<file path="src/rtl/cpu_pkg.sv">
// Shared definitions for the MIPS pipeline control blocks.
//   RA_W         register address width
//   FWD_*        EX operand forwarding select encodings
//   REG_RA       link register index written by JAL
//   stage_t      destination sideband carried alongside a pipeline stage
package cpu_pkg;

  localparam int RA_W = 5;

  localparam logic [1:0] FWD_REG   = 2'd0;
  localparam logic [1:0] FWD_EXMEM = 2'd1;
  localparam logic [1:0] FWD_MEMWB = 2'd2;

  localparam logic [RA_W-1:0] REG_RA = 5'd31;

  typedef struct packed {
    logic            v;
    logic            wreg;
    logic [RA_W-1:0] dst;
    logic            lw;
  } stage_t;

endpackage

</file>
<file path="src/rtl/hazard_match.sv">
// Producer/consumer register comparator.
//   v, wreg  producer stage holds a valid register-writing instruction
//   dst      producer destination register
//   src      consumer source register
//   hit      consumer needs the producer's result ($0 never matches)
module hazard_match #(
  parameter int W = 5
) (
  input  logic         v,
  input  logic         wreg,
  input  logic [W-1:0] dst,
  input  logic [W-1:0] src,
  output logic         hit
);

  assign hit = v & wreg & (dst == src) & (src != '0);

endmodule

</file>
<file path="src/rtl/hazard_ctl.sv">
// Interlock and forwarding controller for the 5-stage MIPS pipeline.
// Shadows EX/MEM/WB destination sideband and derives stall, bubble,
// flush and forwarding selects from the ID-stage decode.
//   clk, rst_n            clock, async active-low reset
//   ext_stall             freezes the whole pipeline
//   id_*                  ID-stage decode (sources, uses, destination, BJ, jump)
//   stall_if_id           hold PC and IF/ID
//   bubble_ex             load a NOP into ID/EX
//   flush_if_id           squash IF/ID on the next edge
//   fwd_ex_a/b            EX operand select (regfile / EX/MEM / MEM/WB)
//   fwd_id_a/b            ID compare operand taken from EX/MEM
//   stall_cnt             saturating count of hazard-stall cycles
module hazard_ctl
  import cpu_pkg::*;
#(
  parameter int CNT_W = 16
) (
  input  logic             clk,
  input  logic             rst_n,
  input  logic             ext_stall,
  input  logic             id_valid,
  input  logic [RA_W-1:0]  id_rs,
  input  logic [RA_W-1:0]  id_rt,
  input  logic             id_use_rs,
  input  logic             id_use_rt,
  input  logic             id_br_rs,
  input  logic             id_br_rt,
  input  logic             id_wreg,
  input  logic [RA_W-1:0]  id_wdst,
  input  logic             id_lw,
  input  logic             id_bj,
  input  logic             id_jump,
  output logic             stall_if_id,
  output logic             bubble_ex,
  output logic             flush_if_id,
  output logic [1:0]       fwd_ex_a,
  output logic [1:0]       fwd_ex_b,
  output logic             fwd_id_a,
  output logic             fwd_id_b,
  output logic [CNT_W-1:0] stall_cnt
);

  localparam int NUM_OPS = 2;  // operand 0 = rs, operand 1 = rt

  stage_t                       ex_q, mem_q;
  logic [NUM_OPS-1:0][RA_W-1:0] ex_src;
  logic [NUM_OPS-1:0]           ex_use;
  logic                         wb_v, wb_wreg;
  logic [RA_W-1:0]              wb_dst;

  logic [NUM_OPS-1:0][RA_W-1:0] id_src;
  logic [NUM_OPS-1:0]           id_use, id_br;
  logic [NUM_OPS-1:0]           hit_id_ex, hit_id_mem, hit_ex_mem, hit_ex_wb;
  logic [NUM_OPS-1:0][1:0]      fwd_ex;
  logic [NUM_OPS-1:0]           fwd_id;
  logic                         hz_lu, hz_br, hz;

  assign id_src = {id_rt, id_rs};
  assign id_use = {id_use_rt, id_use_rs};
  assign id_br  = {id_br_rt, id_br_rs};

  for (genvar i = 0; i < NUM_OPS; i++) begin : g_op
    hazard_match #(.W(RA_W)) u_id_ex (
      .v(ex_q.v), .wreg(ex_q.wreg), .dst(ex_q.dst), .src(id_src[i]), .hit(hit_id_ex[i]));
    hazard_match #(.W(RA_W)) u_id_mem (
      .v(mem_q.v), .wreg(mem_q.wreg), .dst(mem_q.dst), .src(id_src[i]), .hit(hit_id_mem[i]));
    hazard_match #(.W(RA_W)) u_ex_mem (
      .v(mem_q.v), .wreg(mem_q.wreg), .dst(mem_q.dst), .src(ex_src[i]), .hit(hit_ex_mem[i]));
    hazard_match #(.W(RA_W)) u_ex_wb (
      .v(wb_v), .wreg(wb_wreg), .dst(wb_dst), .src(ex_src[i]), .hit(hit_ex_wb[i]));

    // A load in MEM has no data yet, so its match falls through to WB/regfile.
    always_comb begin
      fwd_ex[i] = FWD_REG;
      if (ex_use[i] & hit_ex_mem[i] & ~mem_q.lw)
        fwd_ex[i] = FWD_EXMEM;
      else if (ex_use[i] & hit_ex_wb[i])
        fwd_ex[i] = FWD_MEMWB;
    end

    assign fwd_id[i] = id_br[i] & hit_id_mem[i] & ~mem_q.lw & ~hz;
  end

  // Compares in ID need the value a cycle earlier than EX does: any EX producer
  // stalls once, a load stalls again while it sits in MEM.
  assign hz_lu = id_valid & ex_q.lw & |((id_use | id_br) & hit_id_ex);
  assign hz_br = |(id_br & (hit_id_ex | (hit_id_mem & {NUM_OPS{mem_q.lw}})));
  assign hz    = hz_lu | hz_br;

  // ext_stall is a raw input, so gate with rst_n to keep outputs quiet in reset.
  assign stall_if_id = rst_n & (hz | ext_stall);
  assign bubble_ex   = rst_n & hz & ~ext_stall;
  assign flush_if_id = rst_n & id_valid & (id_bj | id_jump) & ~hz & ~ext_stall;
  assign fwd_ex_a    = fwd_ex[0];
  assign fwd_ex_b    = fwd_ex[1];
  assign fwd_id_a    = fwd_id[0];
  assign fwd_id_b    = fwd_id[1];

  always_ff @(posedge clk or negedge rst_n) begin
    if (!rst_n) begin
      ex_q      <= '0;
      ex_src    <= '0;
      ex_use    <= '0;
      mem_q     <= '0;
      wb_v      <= 1'b0;
      wb_wreg   <= 1'b0;
      wb_dst    <= '0;
      stall_cnt <= '0;
    end else if (!ext_stall) begin
      wb_v    <= mem_q.v;
      wb_wreg <= mem_q.wreg;
      wb_dst  <= mem_q.dst;
      mem_q   <= ex_q;
      if (hz) begin
        ex_q   <= '0;
        ex_src <= '0;
        ex_use <= '0;
      end else begin
        ex_q   <= '{v: id_valid, wreg: id_wreg, dst: id_wdst, lw: id_lw};
        ex_src <= id_src;
        ex_use <= id_use;
      end
      if (hz && stall_cnt != '1)
        stall_cnt <= stall_cnt + CNT_W'(1);
    end
  end

endmodule

</file>
<file path="config.mk">
export PLATFORM = sky130hd
export DESIGN_NAME = hazard_ctl
export DESIGN_NICKNAME = d
export VERILOG_FILES = /design/src/rtl/cpu_pkg.sv /design/src/rtl/hazard_match.sv /design/src/rtl/hazard_ctl.sv
export SDC_FILE = /design/constraint.sdc
export NUM_CORES = 1
export LEC_CHECK = 0
export ABC_AREA = 1
export BUFFER_PORTS_ARGS = -buffer_cell sky130_fd_sc_hd__buf_2
export CAP_MARGIN = 30
export CORE_MARGIN = 4
export CORE_UTILIZATION = 32
export CTS_BUF_LIST = sky130_fd_sc_hd__clkbuf_2
export DETAILED_ROUTE_END_ITERATION = 16
export HOLD_SLACK_MARGIN = 0.06
export PLACE_DENSITY = 0.51
export SYNTH_ARGS = -nofsm -noshare
export SYNTH_HDL_FRONTEND = slang
export SYNTH_SLANG_ARGS = --single-unit
export TNS_END_PERCENT = 50
</file>
<file path="constraint.sdc">
create_clock -name clk -period 4.9 [get_ports clk]
set_input_delay 0.49 -clock clk [delete_from_list [all_inputs] [get_ports clk]]
set_output_delay 0.49 -clock clk [all_outputs]
set_load 0.01 [all_outputs]
</file>
[After elaboration in Yosys (flattened, before gate mapping)]
Cells that the tools add are included.
Storage, ports and cells
  register bits after elaboration: 51
  input bits: 27
  output and inout bits: 25
Operators by class
  add/sub/neg operators: 1
  equal/unequal tests: 9
  mux-type cells: 7
  bitwise gates (word level): 51
  reduce and logical (&&, ||, !) cells: 8
Operators with widths (number)
  $and A1 B1 Y1: 40
  $eq A5 B5 Y1: 8
  $reduce_bool A5 Y1: 4
  $add A16 B1 Y16 const B: 1
  $ne A16 B16 Y1 const B: 1
  $mux W10: 1
  $mux W2: 5
  $mux W8: 1
  $and A2 B2 Y2: 3
  $or A2 B2 Y2: 2
  $reduce_or A2 Y1: 2
  $not A1 Y1: 3
  $or A1 B1 Y1: 3
  $reduce_and A2 Y1: 1
  $logic_and A1 B1 Y1: 1

[Longest topological paths before layout]
Gate-level depths: netlist (run 1).
  depth in word-level cells: 11
  mapped depth: 14
  mapped depth without buffers: 13

[Hierarchy]
From an unflattened synthesis (run 1), not the netlist that was laid out.
Unflattened totals
  cells, all modules: 584
  area total of the unflattened synthesis: 3590.9 um2
Modules (own cells, without submodules)
  hazard_ctl: times used 1, cells each 328, area an instance 2539.9 um2
  hazard_match: times used 8, cells each 32, area an instance 131.4 um2

[Least setup slack after synthesis (run 1)]
No wires, ideal clock.
  path kind: input-to-output
  start: input port id_rs[0]
  end: output port fwd_id_a
  arrival: 1.608 ns
  data required time: 4.410 ns
  slack: 2.802 ns
  stages on the path: 10
  path buffers: 2
  cells stage by stage: or2_1 -> nor2_2 -> nor2_1 -> nand3_1 -> nand2_1 -> nor2_2 -> nand2_2 -> buf_6 -> buf_6 -> nor3_2
Between the ends
  cells in the longest elaborated chain, start to end: 10
  elaborated cells on any way between the ends: 19
  classes of those cells: eq/ne: 2; bitwise: 14; reduce/logical: 3
Ends and longest elaborated chain
  start: declaration: line hazard_ctl.sv:22  | input logic [RA_W-1:0] id_rs,
  $eq A5 B5 Y1: line hazard_match.sv:16  | assign hit = v & wreg & (dst == src) & (src != '0);
  $and A1 B1 Y1 (2 in a row): line hazard_match.sv:16
  $and A2 B2 Y2: line hazard_ctl.sv:87  | assign hz_br = |(id_br & (hit_id_ex | (hit_id_mem & {NUM_OPS{mem_q.lw}})));
  $or A2 B2 Y2: line hazard_ctl.sv:87
  $and A2 B2 Y2: line hazard_ctl.sv:87
  $reduce_or A2 Y1: line hazard_ctl.sv:87
  $or A1 B1 Y1: line hazard_ctl.sv:88  | assign hz = hz_lu | hz_br;
  $not A1 Y1: line hazard_ctl.sv:81  | assign fwd_id[i] = id_br[i] & hit_id_mem[i] & ~mem_q.lw & ~hz;
  $and A1 B1 Y1 *: line hazard_ctl.sv:81
  end: declaration: line hazard_ctl.sv:38  | output logic fwd_id_a,
Mark *: on every way between the ends. The rest lies on a longest branch, timed or not.

[Final worst setup path (run 1)]
  start: register mem_q[4] in the netlist's numbering
  end: output port flush_if_id
Between the ends
  cells in the longest elaborated chain, start to end: 11
  elaborated cells on any way between the ends: 14
  classes of those cells: eq/ne: 2; bitwise: 11; reduce/logical: 1
Ends and longest elaborated chain
  start: declaration: line hazard_ctl.sv:45  | stage_t ex_q, mem_q;
  start signal: assignment: line hazard_ctl.sv:113  | mem_q <= ex_q;
  $eq A5 B5 Y1: line hazard_match.sv:16
  $and A1 B1 Y1 (2 in a row): line hazard_match.sv:16
  $and A2 B2 Y2 *: line hazard_ctl.sv:87
  $or A2 B2 Y2 *: line hazard_ctl.sv:87
  $and A2 B2 Y2 *: line hazard_ctl.sv:87
  $reduce_or A2 Y1 *: line hazard_ctl.sv:87
  $or A1 B1 Y1 *: line hazard_ctl.sv:88
  $not A1 Y1 *: line hazard_ctl.sv:93  | assign flush_if_id = rst_n & id_valid & (id_bj | id_jump) & ~hz & ~ext_stall;
  $and A1 B1 Y1 * (2 in a row): line hazard_ctl.sv:93
  end: declaration: line hazard_ctl.sv:35  | output logic flush_if_id,
Marked as above.

==> impl_metrics.toml, run 1 <==
[die]
start_util_pct = 33.2
rows = 35
io-pin-count = 52
die_area_um2 = 11400
die_w_um = 107
die_h_um = 107
core-area_um2 = 9370

[global_routing]
first_global_vias = 2855
grt_max_degree = 53
grt_remaining_overflow = 0
grt_pass1_wl_mm = 14.5
grt.total_usage_pct = 15.8
antenna_found_initial = 0

[layout]
fill_cells = 1047
n_antenna_cell = 0
area_growth_pct = 12.9
drive_above_1_share_pct = 14.4
fin_nets = 526

[pwr]
leakagePower_nw = 1.86
clkPwrFrac_pct = 20.6
p_int_mw = 0.547
ir_drop_uv = 82.6
p_seq_share_pct = 60.1
switching_share_pct = 33.9
power.density_nw_per_um2 = 236
combinationalPowerShare_pct = 19.3
p_sw_mw = 0.281

[min_path]
min_path_type = "primary input to asynchronous set/reset pin"

[sta]
rsz0062_at_grt = "false"
period_share_pct = 73.4
timing.final.ws_setup_ns = 1.30
finClkSkew_ns = 0.00728
slew_headroom_pct = 42.8
drv_slew = 0
fin_crit_ns = 3.60
fmax_mhz = 278
setup_viol = 0
finalHoldViolations = 0
tightest_slew_ns = 0.857
tns_ns = 0

[drt]
vias_per_cell = 4.63
antenna_left = 0
drt_pass1_iterations = 4
wl_per_cell_um = 13.6
drc = 0
vias = 2905
drt_wl_total_mm = 8.54
first_iter_violations = 135

[run]
drv_cap = 0

[yosys]
ys_seq_area_share_pct = 41.0
yosys-top-cells-area = "dfrtp_1 41%, nand2_1 22%, inv_1 6.1%"
ys_ff_latch = 51
synth_top_area_share_pct = 41.0
synth_warnings = 0
synthFlopType = "dfrtp_1"
synth_common_cells = "184 x nand2_1, 51 x dfrtp_1, 51 x inv_1"
async_flop_share_pct = 100
synth_edf_count = 0
synth_nets = 480
synth_area_um2 = 3110
synthCells = 452
yosys.area.top_type = "dfrtp_1"
postSynthAreaPerCell_um2 = 6.89
ys_types = 28
yosysMostFrequentCell = "nand2_1"

[setup_path]
end_kind = "primary output"
cpMostUsedCell = "nor2_2"
crit_required_ns = 4.41
crit_chain = "inv_1 -> nand2_1 -> nand3_1 -> nor2_1 -> nand3_1 -> nand2_1 -> nor2_2 -> nand2_2 -> nor2_2 -> nand2_2 -> nor2_2 -> buf_2"
path_max_fanout = 30
crit_type = "flip-flop to primary output"
r2r_setup_slack_ns = 2.23
start_kind = "flip-flop"
crit_arrival_ns = 3.11
max_stage_delay_ns = 0.80
crit_slowest_cell = "nor2_2"
reg2reg_depth = 11

[clock_tree]
clk_path_buf_depth = 2
post-cts-setup-buffer-count = 0
cts_resized = 0
cts_tree = "built"
clk_latency_ns = 0.43
cts_buffers = 5
htreeDepth = 2
root_buffer = "clkbuf_2"
hold_buffers = 0
clkTransAtPathRegs_ns = 0.25
cts.sinks = 51

[placement]
place_congestion = 0.889
dpl.hpwl_mm = 6.51
io_buffers = 51
pre_cts_ws_ns = 1.61

[outcome]
status = "completed"
==> cells in the final DEF, fill, tap and decap left out, drive strengths merged <==
master,n
nor3,7
nor4,5
xor2,7
nand4,22
o2111ai,1
o22ai,2
or2,3
buf,54
dfrtp,51
nand2,186
ha,1
clkbuf,5
inv,52
clkinv,2
xnor2,13
a21oi,2
nor2,32
a221oi,1
o21ai,21
and2,1
clkinvlp,1
nand3,30
==> sequential cells by signal, indices dropped and copies added, names as in the netlist <==
name / count
ex_q: 8
ex_src: 10
ex_use: 2
mem_q: 8
stall_cnt: 16
wb_dst: 5
wb_v: 1
wb_wreg: 1
==> worst max-delay path: cells and delay by family, from the launching register on <==
| family | cells | cell delay, ns |
|---|---|---|
| DFF | 1 | 0.50 |
| and+or+nand+nor | 10 | 1.84 |
| buffers and inverters | 2 | 0.35 |
==> per-stage QoR <==
stage	hold WS (ns)	area [um2]	util, %	instances	total power [mW]
3_3_place_gp	0.469	3460	37.0	619	0.665
6_report	0.0892	3510	37.5	628	0.828
4_1_cts	0.0869	3510	37.5	628	0.846
2_1_floorplan	0.194	3110	-	452	0.601
3_5_place_dp	0.473	3470	37.1	620	0.667
5_1_grt	0.102	3510	37.5	628	0.890
==> power groups by stage <==
stage	registers [mW]	clock network [mW]	logic, mW
final	0.498	0.171	0.160
after CTS	0.498	0.185	0.162
after global routing	0.504	0.200	0.186
after global placement	0.505	0	0.160
after detailed placement	0.506	0	0.161
after floorplan	0.491	0	0.110
==> kinds of logic after synthesis <==
family	after synthesis	share of synthesized area (%)
DFF	51	41.0
xor gates and xnor gates	20	5.62
AOI/OAI and AO/OA	27	4.66
adders and majority gates	1	0.402
and+or+nand+nor	286	39.4
buffers and inverters	67	8.92
==> layout make-up <==
type                            instances  area [um2]  share of cell area [%]
Clock buffer                            5        25.0                   0.712
Inverter                               52         195                    5.55
Sequential cell                        51        1280                    36.3
Multi-Input combinational cell        334        1560                    44.4
Clock inverter                          3        15.0                   0.427
Timing Repair Buffer                   54         282                    8.01
Tap cell                              129         161                    4.59
==> layer usage <==
layer	global-route usage (%)	share of wire (%)
met5	0	0
met4	4.38	1.4
met3	2.29	3.0
met2	24.6	45
met1	22.8	51
==> path summary, 6_finish.rpt <==
path                           endpoint      from
min in group clk                ex_q[6]   id_wreg
max in group asynchronous  stall_cnt[8]     rst_n
min reg2reg                     wb_wreg   wb_wreg
max                         flush_if_id  mem_q[4]
min                           ex_src[4]     rst_n
max reg2reg                   ex_src[4]  mem_q[4]
No activity file was read; power rests on OpenSTA's default activity.
==> inputs of run 2 (changes only) <==
--- a/config.mk
+++ b/config.mk
@@ -13,7 +13,7 @@
 export CTS_BUF_LIST = sky130_fd_sc_hd__clkbuf_2
 export DETAILED_ROUTE_END_ITERATION = 16
 export HOLD_SLACK_MARGIN = 0.06
-export PLACE_DENSITY = 0.51
+export PLACE_DENSITY = 0.53
 export SYNTH_ARGS = -nofsm -noshare
 export SYNTH_HDL_FRONTEND = slang
 export SYNTH_SLANG_ARGS = --single-unit
==> constraint.sdc (replaced) <==
create_clock -name clk -period 3.2 [get_ports clk]
set_input_delay 0.32 -clock clk [delete_from_list [all_inputs] [get_ports clk]]
set_output_delay 0.32 -clock clk [all_outputs]
set_load 0.01 [all_outputs]
==> impl_metrics.toml, run 2 (synthesis results as in run 1) <==
[setup_path]
end_kind = "primary output"
crit_type = "flip-flop to primary output"
crit_arrival_ns = 2.47
crit_required_ns = 2.88
start_kind = "flip-flop"
reg2reg_depth = 8
path_max_fanout = 30

[clock_tree]
cts_tree = "built"
cts_buffers = 5
htreeDepth = 2
root_buffer = "clkbuf_2"
post-cts-setup-buffer-count = 0
cts.sinks = 51
clk_latency_ns = 0.45
clk_path_buf_depth = 2
clkTransAtPathRegs_ns = 0.27

[sta]
finClkSkew_ns = 0.0326
fmax_mhz = 359
whs_ns = 0.0957
timing.final.ws_setup_ns = 0.415
period_share_pct = 87.0
tns_ns = 0
rsz0062_at_grt = "false"
tightest_slew_ns = 0.892
slew_headroom_pct = 40.5
drv_slew = 0
fin_crit_ns = 2.79
finalHoldViolations = 0
setup_viol = 0

[global_routing]
grt_remaining_overflow = 0
antenna_found_initial = 0
first_global_vias = 2936
grt.total_usage_pct = 15.8
grt_max_degree = 53
grt_pass1_wl_mm = 14.4

[placement]
pre_cts_ws_ns = 0.876
dpl.hpwl_mm = 6.42
place_congestion = 0.854
place_area_um2 = 3480
io_buffers = 51

[layout]
area_growth_pct = 15.5
regMostFlops = "stall_cnt"
n_antenna_cell = 0
ff_latch_area_um2 = 1280
largest_reg_flops = 16
final_common_cell = "nand2_1"
top_regs = "stall_cnt x16, ex_src x10"
fin_nets = 535
drive_above_1_share_pct = 14.8
multi_input_area_um2 = 1560
design_area_um2 = 3600
mostFrequentLayoutCells = "184 x nand2_1, 51 x inv_1, 51 x dfrtp_1, 51 x buf_2, 29 x nand3_1"
fill_cells = 1020

[pwr]
power.density_nw_per_um2 = 355
leakagePower_nw = 1.91
ir_drop_uv = 126

[drt]
wl_per_cell_um = 13.4
drt_pass1_iterations = 4
first_iter_violations = 201
drc = 0
vias = 2961
antenna_left = 0
drt_wl_total_mm = 8.56
vias_per_cell = 4.65

[min_path]
min_path_cells = 3
min_path_type = "primary input to flip-flop"

[run]
drv_cap = 0

[outcome]
status = "completed"

[die]
die_h_um = 107
io-pin-count = 52
die_area_um2 = 11400
core-area_um2 = 9370
rows = 35
die_w_um = 107
start_util_pct = 33.2
-- run 2: path summary, 6_finish.rpt --
| kind | start | end | slack (ns) |
|---|---|---|---|
| max reg2reg | stall_cnt[1] | stall_cnt[4] | 0.88 |
| min | id_use_rt | ex_use[1] | 0.1 |
| max in group asynchronous | rst_n | ex_q[1] | 2.26 |
| max | mem_q[5] | flush_if_id | 0.41 |
| min in group asynchronous | rst_n | stall_cnt[13] | 0.25 |
| min reg2reg | wb_v | wb_v | 0.52 |
-- run 2: power by group --
group / total [mW] / internal, mW / switching (mW)
clock network: 0.265 / 0.0504 / 0.214
logic: 0.254 / 0.101 / 0.153
registers: 0.759 / 0.696 / 0.0633
-- run 2: timing repair --
item | in CTS | in global routing
hold endpoints to repair | 16 | 0
hold buffers | 8 | 0
resized for setup | 0 | 0
-- run 2: per-stage QoR --
step                      instances  utilization (%)  total power [mW]
after CTS                       637             38.4              1.30
after detailed placement        621             37.1              1.02
after floorplan                 452                -             0.920
after global placement          621             37.1              1.02
final                           637             38.4              1.28
after global routing            637             38.4              1.37
-- run 2: final cells by class --
cell class	instances	share of cell area, %
flip-flops and latches	51	35.5
clock buffers	5	0.695
repair buffers	63	10.2
multi-input cells	334	43.4
well taps	129	4.49
clock inverters	3	0.417
inverters	52	5.42
-- run 2: worst max-delay path, stage by stage, from the launching register on --
cell and delay (ns):
dfrtp_1 0.47, inv_1 0.20, nand2_1 0.08, nand2_1 0.06
nand2_1 0.06, nor2_1 0.17, nand3_1 0.10, nand2_1 0.09
nor2_2 0.04, nand2_2 0.42, nor2_2 0.08, nand2_2 0.11
nor2_2 0.03, buf_2 0.13
-- run 2: routing by layer --
metal / track usage, % / up-vias / routed length [um]
met2: 24.1 / 59 / 3800
li1: - / 1542 / -
met4: 4.84 / 0 / 180
met5: 0 / - / 0
met3: 2.71 / 15 / 373
met1: 22.7 / 1345 / 4210
==> inputs of run 3 (changes only) <==
--- a/config.mk
+++ b/config.mk
@@ -5,7 +5,6 @@
 export SDC_FILE = /design/constraint.sdc
 export NUM_CORES = 1
 export LEC_CHECK = 0
-export ABC_AREA = 1
 export BUFFER_PORTS_ARGS = -buffer_cell sky130_fd_sc_hd__buf_2
 export CAP_MARGIN = 30
 export CORE_MARGIN = 4
@@ -13,7 +12,7 @@
 export CTS_BUF_LIST = sky130_fd_sc_hd__clkbuf_2
 export DETAILED_ROUTE_END_ITERATION = 16
 export HOLD_SLACK_MARGIN = 0.06
-export PLACE_DENSITY = 0.53
+export PLACE_DENSITY = 0.54
 export SYNTH_ARGS = -nofsm -noshare
 export SYNTH_HDL_FRONTEND = slang
 export SYNTH_SLANG_ARGS = --single-unit
==> impl_metrics.toml, run 3 <==
[outcome]
status = "completed"

[sta]
slew_headroom_pct = 53.9
rsz0062_at_grt = "false"
period_share_pct = 91.5
finalHoldViolations = 0
timing.final.ws_setup_ns = 0.272
tightest_slew_ns = 0.691
finClkSkew_ns = 0.0281
drv_slew = 0
setup_viol = 0
tns_ns = 0
fin_crit_ns = 2.93
fmax_mhz = 342

[drt]
antenna_left = 0
first_iter_violations = 81
vias = 2232
wl_per_cell_um = 15.9
vias_per_cell = 5.06
drc = 0
drt_pass1_iterations = 5
drt_wl_total_mm = 7.00

[yosys]
yosysMostFrequentCell = "dfrtp_1"
ys_seq_area_share_pct = 45.6
synthAdderAreaFrac_pct = 0.447
synth_edf_count = 0
synth_xor_area_share_pct = 16.6
ys_types = 35
postSynthAreaPerCell_um2 = 9.93
yosys.area.top_type = "dfrtp_1"
synthFlopType = "dfrtp_1"
synth_nets = 310
synth_warnings = 0
synth_area_um2 = 2800
synth_mux_area_share_pct = 6.97
yosys.area_share.simple_pct = 20.7
synth_top_family_by_area = "simple AND/OR/NAND/NOR gates"
ys_ff_latch = 51
yosys-top-cells-area = "dfrtp_1 46%, xnor2_1 9.1%, xor2_1 7.5%"
synth_common_cells = "51 x dfrtp_1, 47 x nand2_1, 29 x xnor2_1"
synthCells = 282
async_flop_share_pct = 100
synth_top_area_share_pct = 45.6
synth_compound_area_share_pct = 6.39

[clock_tree]
cts_resized = 0
cts.sinks = 51
hold_buffers = 4
htreeDepth = 2
clk_latency_ns = 0.43
post-cts-setup-buffer-count = 0
cts_tree = "built"
clk_path_buf_depth = 2
clkTransAtPathRegs_ns = 0.26
root_buffer = "clkbuf_2"
cts_buffers = 5

[die]
core-area_um2 = 8380
die_area_um2 = 10300
die_h_um = 102
die_w_um = 102
start_util_pct = 33.4
rows = 33
io-pin-count = 52

[global_routing]
first_global_vias = 2292
gr-usage-met1_pct = 19.6
antenna_found_initial = 0
busiest_layer = "met2"
grt_max_degree = 41
grt.total_usage_pct = 14.2
grt_remaining_overflow = 0
met2_usage_pct = 22.8
grt_pass1_wl_mm = 11.6
met3_usage_pct = 2.89

[layout]
mostFrequentLayoutCells = "51 x dfrtp_1, 51 x buf_2, 47 x nand2_1"
top_regs = "stall_cnt x16, ex_src x10"
regMostFlops = "stall_cnt"
n_antenna_cell = 0
drive_above_1_share_pct = 25.3
largest_reg_flops = 16
area_growth_pct = 16.2
fin_nets = 363

[setup_path]
crit_arrival_ns = 2.61
crit_required_ns = 2.88
path_max_fanout = 15
crit_type = "flip-flop to primary output"
end_kind = "primary output"
start_kind = "flip-flop"

[placement]
pre_cts_ws_ns = 0.314
dpl.hpwl_mm = 5.23
io_buffers = 51
place_congestion = 0.846

[min_path]
min_path_type = "primary input to flip-flop"

[run]
drv_cap = 0

[pwr]
ir_drop_uv = 182
power.density_nw_per_um2 = 401
leakagePower_nw = 1.53
-- run 3: final timing paths --
| kind | from | to | slack [ns] | cells past startpoint |
|---|---|---|---|---|
| setup / recovery | ex_q[5] | flush_if_id | 0.27 | 7 |
| hold / removal | id_use_rs | ex_use[0] | 0.10 | 3 |
| setup reg to reg | mem_q[3] | stall_cnt[5] | 0.44 | 8 |
| hold reg to reg | stall_cnt[12] | stall_cnt[12] | 0.51 | 1 |
| max in group asynchronous | rst_n | mem_q[6] | 2.04 | 3 |
| min in group asynchronous | rst_n | mem_q[5] | 0.32 | 2 |
-- run 3: cell families (layout without fill, tap and decap cells) --
kind of cell	count (synthesis)	count (layout)
AOI/OAI and AO/OA	30	30
buffers and inverters	18	72
DFF	51	51
and+or+nand+nor	112	112
muxes	17	17
xor gates and xnor gates	53	53
adders and majority gates	1	1
-- run 3: layer usage --
layer | vias up | wire length, um
met5 | - | 0
met4 | 0 | 61
met3 | 11 | 359
met2 | 69 | 3300
met1 | 1061 | 3280
li1 | 1091 | -
-- run 3: final cells by class --
class                      instances  area [um2]
sequential                        51        1280
timing repair buffer              63         360
clock buffer                       7        35.0
fill                             850        5130
tap                              105         131
clock inverter                     1        5.00
inverter                           1        3.75
multi-input combinational        213        1440
-- run 3: metrics by stage --
stage,hold WS (ns),cells,util [%],cell area (um2),total power [mW]
floorplan,0.0244,282,-,2800,0.956
global placement,0.306,427,37.6,3150,1.05
detailed placement,0.307,427,37.6,3150,1.05
CTS,0.0603,439,38.6,3230,1.32
global route,0.0639,441,38.8,3250,1.39
finish,0.103,441,38.8,3250,1.31
-- run 3: power breakdown --
| part | internal [mW] | total [mW] | switching, mW |
|---|---|---|---|
| combinational | 0.133 | 0.247 | 0.114 |
| sequential | 0.705 | 0.796 | 0.0905 |
| clock | 0.0596 | 0.263 | 0.204 |
-- run 3: critical path: stages, from the launching register on --
cell and delay, ns:
dfrtp_1 0.51, xnor2_1 0.16, nand4_1 0.10, nor3_1 0.07, a22o_1 0.27, a311oi_4 0.67, nor3b_2 0.27, buf_2 0.14
